<file path="src/rtl/fifo_thresh.sv">
// -----------------------------------------------------------------------------
// fifo_thresh
//
// Single-clock show-ahead FIFO with an occupancy count, programmable
// almost-full/almost-empty thresholds and a synchronous flush. A write while
// full is accepted only when a read happens in the same cycle. Full and empty
// are decided from the count alone, never from pointer equality.
//
// Optional feature macro: FIFO_ERR_FLAGS_EN
//   When defined, sticky overflow/underflow flags are kept.
//   When undefined, both outputs are tied to 0.
//
// Parameters:
//   B      data word width in bits
//   W      address bits, depth = 2**W
//   AF_LVL almost_full  when count >= AF_LVL
//   AE_LVL almost_empty when count <= AE_LVL
//
// Ports:
//   clk          system clock, rising edge
//   rst_i        synchronous active-high reset
//   clear_i      synchronous flush (memory contents untouched)
//   wr / rd      write / read request (rd acknowledges current r_data)
//   w_data       write data
//   r_data       show-ahead read data, mem[r_ptr]
//   empty, full, almost_empty, almost_full, count   status
//   overflow, underflow                             sticky error flags
// -----------------------------------------------------------------------------
module fifo_thresh #(
    parameter int unsigned B      = 8,
    parameter int unsigned W      = 4,
    parameter int unsigned AF_LVL = 2**W - 2,
    parameter int unsigned AE_LVL = 1
) (
    input  logic         clk,
    input  logic         rst_i,
    input  logic         clear_i,
    input  logic         wr,
    input  logic         rd,
    input  logic [B-1:0] w_data,
    output logic [B-1:0] r_data,
    output logic         empty,
    output logic         full,
    output logic         almost_empty,
    output logic         almost_full,
    output logic [W:0]   count,
    output logic         overflow,
    output logic         underflow
);

    localparam logic [W:0] L_DEPTH = (W+1)'(2**W);
    localparam logic [W:0] L_AF    = (W+1)'(AF_LVL);
    localparam logic [W:0] L_AE    = (W+1)'(AE_LVL);

    logic [B-1:0] r_mem [0:2**W-1];
    logic [W-1:0] r_w_ptr;
    logic [W-1:0] r_r_ptr;
    logic [W:0]   r_count;
    logic         r_empty;
    logic         r_full;
    logic         r_almost_empty;
    logic         r_almost_full;

    logic         w_flush;
    logic         w_wr_acc;
    logic         w_rd_acc;
    logic [W:0]   w_next_count;

    assign w_flush  = rst_i | clear_i;
    // A write into a full FIFO is only safe when a read frees a slot this cycle.
    assign w_wr_acc = wr & (~r_full | rd);
    assign w_rd_acc = rd & ~r_empty;

    assign w_next_count = r_count + (W+1)'(w_wr_acc) - (W+1)'(w_rd_acc);

    // Storage has no reset; flush only moves pointers.
    always_ff @(posedge clk) begin
        if (!w_flush && w_wr_acc) begin
            r_mem[r_w_ptr] <= w_data;
        end
    end

    // Flags are registered from the next count so they track count exactly.
    always_ff @(posedge clk) begin
        if (w_flush) begin
            r_w_ptr        <= '0;
            r_r_ptr        <= '0;
            r_count        <= '0;
            r_empty        <= 1'b1;
            r_full         <= 1'b0;
            r_almost_empty <= 1'b1;
            r_almost_full  <= 1'b0;
        end else begin
            if (w_wr_acc) begin
                r_w_ptr <= r_w_ptr + W'(1);
            end
            if (w_rd_acc) begin
                r_r_ptr <= r_r_ptr + W'(1);
            end
            r_count        <= w_next_count;
            r_empty        <= (w_next_count == '0);
            r_full         <= (w_next_count == L_DEPTH);
            r_almost_empty <= (w_next_count <= L_AE);
            r_almost_full  <= (w_next_count >= L_AF);
        end
    end

`ifdef FIFO_ERR_FLAGS_EN
    logic r_overflow;
    logic r_underflow;

    always_ff @(posedge clk) begin
        if (w_flush) begin
            r_overflow  <= 1'b0;
            r_underflow <= 1'b0;
        end else begin
            if (wr && r_full && !rd) begin
                r_overflow <= 1'b1;
            end
            if (rd && r_empty) begin
                r_underflow <= 1'b1;
            end
        end
    end

    assign overflow  = r_overflow;
    assign underflow = r_underflow;
`else
    assign overflow  = 1'b0;
    assign underflow = 1'b0;
`endif

    assign r_data       = r_mem[r_r_ptr];
    assign empty        = r_empty;
    assign full         = r_full;
    assign almost_empty = r_almost_empty;
    assign almost_full  = r_almost_full;
    assign count        = r_count;

endmodule

</file>
<file path="config.mk">
export PLATFORM = sky130hd
export DESIGN_NAME = fifo_thresh
export DESIGN_NICKNAME = d
export VERILOG_FILES = /design/src/rtl/fifo_thresh.sv
export SDC_FILE = /design/constraint.sdc
export NUM_CORES = 1
export LEC_CHECK = 0
export CORE_UTILIZATION = 36
export DETAILED_ROUTE_END_ITERATION = 16
export GPL_TIMING_DRIVEN = 0
export PLACE_DENSITY = 0.5
export SYNTH_ARGS = -nofsm -noshare
export SYNTH_HDL_FRONTEND = slang
export SYNTH_SLANG_ARGS = --single-unit
</file>
<file path="constraint.sdc">
create_clock -name clk -period 3.86 [get_ports clk]
set_input_delay 1.158 -clock clk [delete_from_list [all_inputs] [get_ports clk]]
set_output_delay 1.158 -clock clk [all_outputs]
set_load 0.03 [all_outputs]
</file>
==> impl_metrics.yaml <==
status:
  status: "completed"
clock_tree:
  clockBufferDepth: 2
  cts_root_buf: "clkbuf_16"
  cts.sinks: 149
  post_cts_buffers: 0
  tritoncts: "done"
  cts_htree_levels: 4
  cts_buffers: 17
  path_clk_slew_ps: 60
  worst_skew_pair.late_latency_ps: 410
drt:
  detail-route-antenna-nets: 0
  route.detailed.drc: 0
  drtIter0Drc: 197
  vias: 2905
  routed-wl-met2_um: 6000
  dr.pass1.iters: 4
  via_per_inst: 4.90
  wl_met3_um: 536
  met1_length_um: 5330
  drt-total-wl_um: 12000
  top_layer_used: "met4"
  route.detailed.wl_per_inst_um: 20.3
die:
  core_area_um2: 16000
  rows: 46
  start_util_pct: 37.2
  die_width_um: 131
  pin_count: 32
  dieArea_um2: 17100
  die_y_um: 131
setup_path:
  crit_path_max_incr_delay_ps: 630
  cp.required_ps: 2700
  cp_top_family: "buffers and inverters"
  critPathBufInv: 3
  reg2reg_slack_ps: 1170
  slowest_stage: "mux4_1"
  worstPathArrival_ps: 2580
  reg2reg_depth: 10
  crit_chain: "buf_6 -> buf_6 -> mux4_1 -> a22oi_2 -> nand2_1 -> clkdlybuf4s50_1"
  cpMostUsedCell: "buf_6"
  startpoint_type: "flip-flop"
  crit_type: "flip-flop to output port"
  reg2reg_to: "almost_full"
  r2r_start: "full"
  path_max_fanout: 10
  end_kind: "output port"
grt:
  grt_pass1_wl_um: 18000
  grt_pass1_vias: 2977
  grt_max_degree: 17
  antenna_found_initial: 0
  gr-total-overflow: 0
  grtUsageTotal_pct: 15.5
timing:
  hold_slack_ps: 525
  fmax_mhz: 267
  rsz0062_at_grt: "no"
  hold_viol: 0
  worst_slew_pin_slew_ps: 807
  min_period_ps: 3740
  relSlewSlack_pct: 45.7
  timing.setup.tns_ps: 0
  period_share_pct: 96.9
  slew_violations: 0
  setup_viol: 0
  fin_skew_ps: 8.93
layout:
  layout_commonest_cell: "edfxtp_1"
  instances_no_fill: 593
  layout_common_cells: "edfxtp_1 (128), clkdlybuf4s50_1 (22), dfxtp_1 (21)"
  final_nets: 388
  layout-drive-gt1-share_pct: 14.3
  area_growth_pct: 18.5
  diodes: 0
power:
  leakagePower_nw: 2.36
  power.density_nw_per_um2: 487
  max-vdd-ir-drop_v: 0.000308
placed_design:
  gp_congestion: 0.696
  dp.cells: 561
  port-buffer-count: 29
  dp_hpwl_um: 7910
synth:
  ys_ff_latch: 149
  seq_area_frac_synth_pct: 71.6
  synth_cell_type_count: 36
  avgSynthCellArea_um2: 18.9
  syn-cell-area_um2: 5950
  synth_cells: 315
  yosysWarningCount: 0
hold_path:
  worst_hold_path.endpoint: "r_w_ptr[1]"
  hold_path_depth: 2
  hp-start: "r_w_ptr[1]"
  hp-class: "flip-flop to flip-flop"
job:
  maxCapViolations: 0
## power by group
part / total (mW) / switching [mW] / internal, mW
clock network: 1.45 / 0.583 / 0.869
registers: 1.77 / 0.00828 / 1.76
logic: 0.213 / 0.127 / 0.0866
## worst min-delay path, stage by stage, from the launching register on
cell	delay, ps
dfxtp_1	350
nand2_1	70
a21oi_1	60
## cells in the mapped netlist, drive strengths merged
| cell type | instances | share of area, % |
|---|---|---|
| edfxtp | 128 | 65 |
| mux4 | 32 | 13 |
| dfxtp | 21 | 7.1 |
| and2 | 20 | 2.1 |
| a22oi | 16 | 2.0 |
| nor2 | 12 | 0.76 |
| nand2 | 11 | 0.69 |
| ha | 10 | 2.1 |
| buf | 9 | 1.2 |
| inv | 9 | 0.57 |
| xnor2 | 8 | 1.2 |
| nor4 | 5 | 0.53 |
| xor2 | 4 | 0.59 |
| a21oi | 3 | 0.25 |
| clkbuf | 3 | 0.19 |
| nand3 | 3 | 0.25 |
| a21o | 2 | 0.25 |
| clkdlybuf4s25 | 2 | 0.34 |
| nand4 | 2 | 0.21 |
| nor2b | 2 | 0.21 |
| a31oi | 1 | 0.11 |
| and2b | 1 | 0.13 |
| and3 | 1 | 0.11 |
| conb | 1 | 0.063 |
| dlygate4sd2 | 1 | 0.15 |
| fa | 1 | 0.34 |
| mux2i | 1 | 0.17 |
| nand2b | 1 | 0.11 |
| o31ai | 1 | 0.13 |
| o41ai | 1 | 0.15 |
| or2 | 1 | 0.11 |
| or3 | 1 | 0.11 |
| or4b | 1 | 0.17 |
## metrics by stage
| stage | utilization [%] | power (mW) | setup slack [ps] | cell area (µm²) |
|---|---|---|---|---|
| CTS | 44.0 | 3.48 | 11.9 | 7040 |
| global route | 44.1 | 3.57 | 6.20 | 7050 |
| finish | 44.1 | 3.44 | 120 | 7050 |
| floorplan | - | 1.93 | 629 | 5960 |
| detailed placement | 40.7 | 2.02 | -211 | 6520 |
| global placement | 40.7 | 2.02 | -205 | 6520 |
## logic make-up (layout without fill, tap and decap cells)
kind of cell    count (synthesis)  after routing  share of synthesized area (%)
fa+ha+maj                      11             11                           2.44
flops                         149            149                           71.6
other cells                     1              2                         0.0630
simple gates                   61             61                           5.47
buf+inv                        24             85                           2.44
mux                            33             33                           13.3
compound gates                 24             24                           2.90
xor+xnor                       12             12                           1.77
## final cells by class
class	instances	area, µm²
Fill cell	1441	8950
Sequential cell	149	4260
Multi-Input combinational cell	143	1550
Clock buffer	27	493
Timing Repair Buffer	29	304
Tap cell	216	270
Buffer	15	111
Inverter	9	33.8
Clock inverter	5	26.3
## per-layer routing
metal,track usage (%),vias to the layer above
met2,25.1,71
li1,-,1354
met3,4.11,13
met4,6.22,0
met1,19.9,1467
met5,0,-
## repair_timing
item	4_1_cts	5_1_grt
setup endpoints to repair	2	6
hold buffers	0	0
resized for setup	2	6
## worst max-delay path by stage
stage / from / endpoint / slack, ps / cells past startpoint
after floorplan: rd / almost_full / 630 / 10
after global placement: rd / almost_full / -210 / 11
after detailed placement: rd / almost_full / -210 / 11
after CTS: flip-flop / r_data[2] / 10 / 6
after global routing: flip-flop / r_data[0] / 6 / 6
final: flip-flop / r_data[0] / 120 / 6
## flip-flops by register name (all words and copies together) (netlist names), named ones only
signal / count
r_r_ptr: 4
almost_empty: 1
almost_full: 1
count: 5
full: 1
empty: 1
r_mem: 128
r_w_ptr: 4
Note: power is estimated with default switching activity, not from simulation.
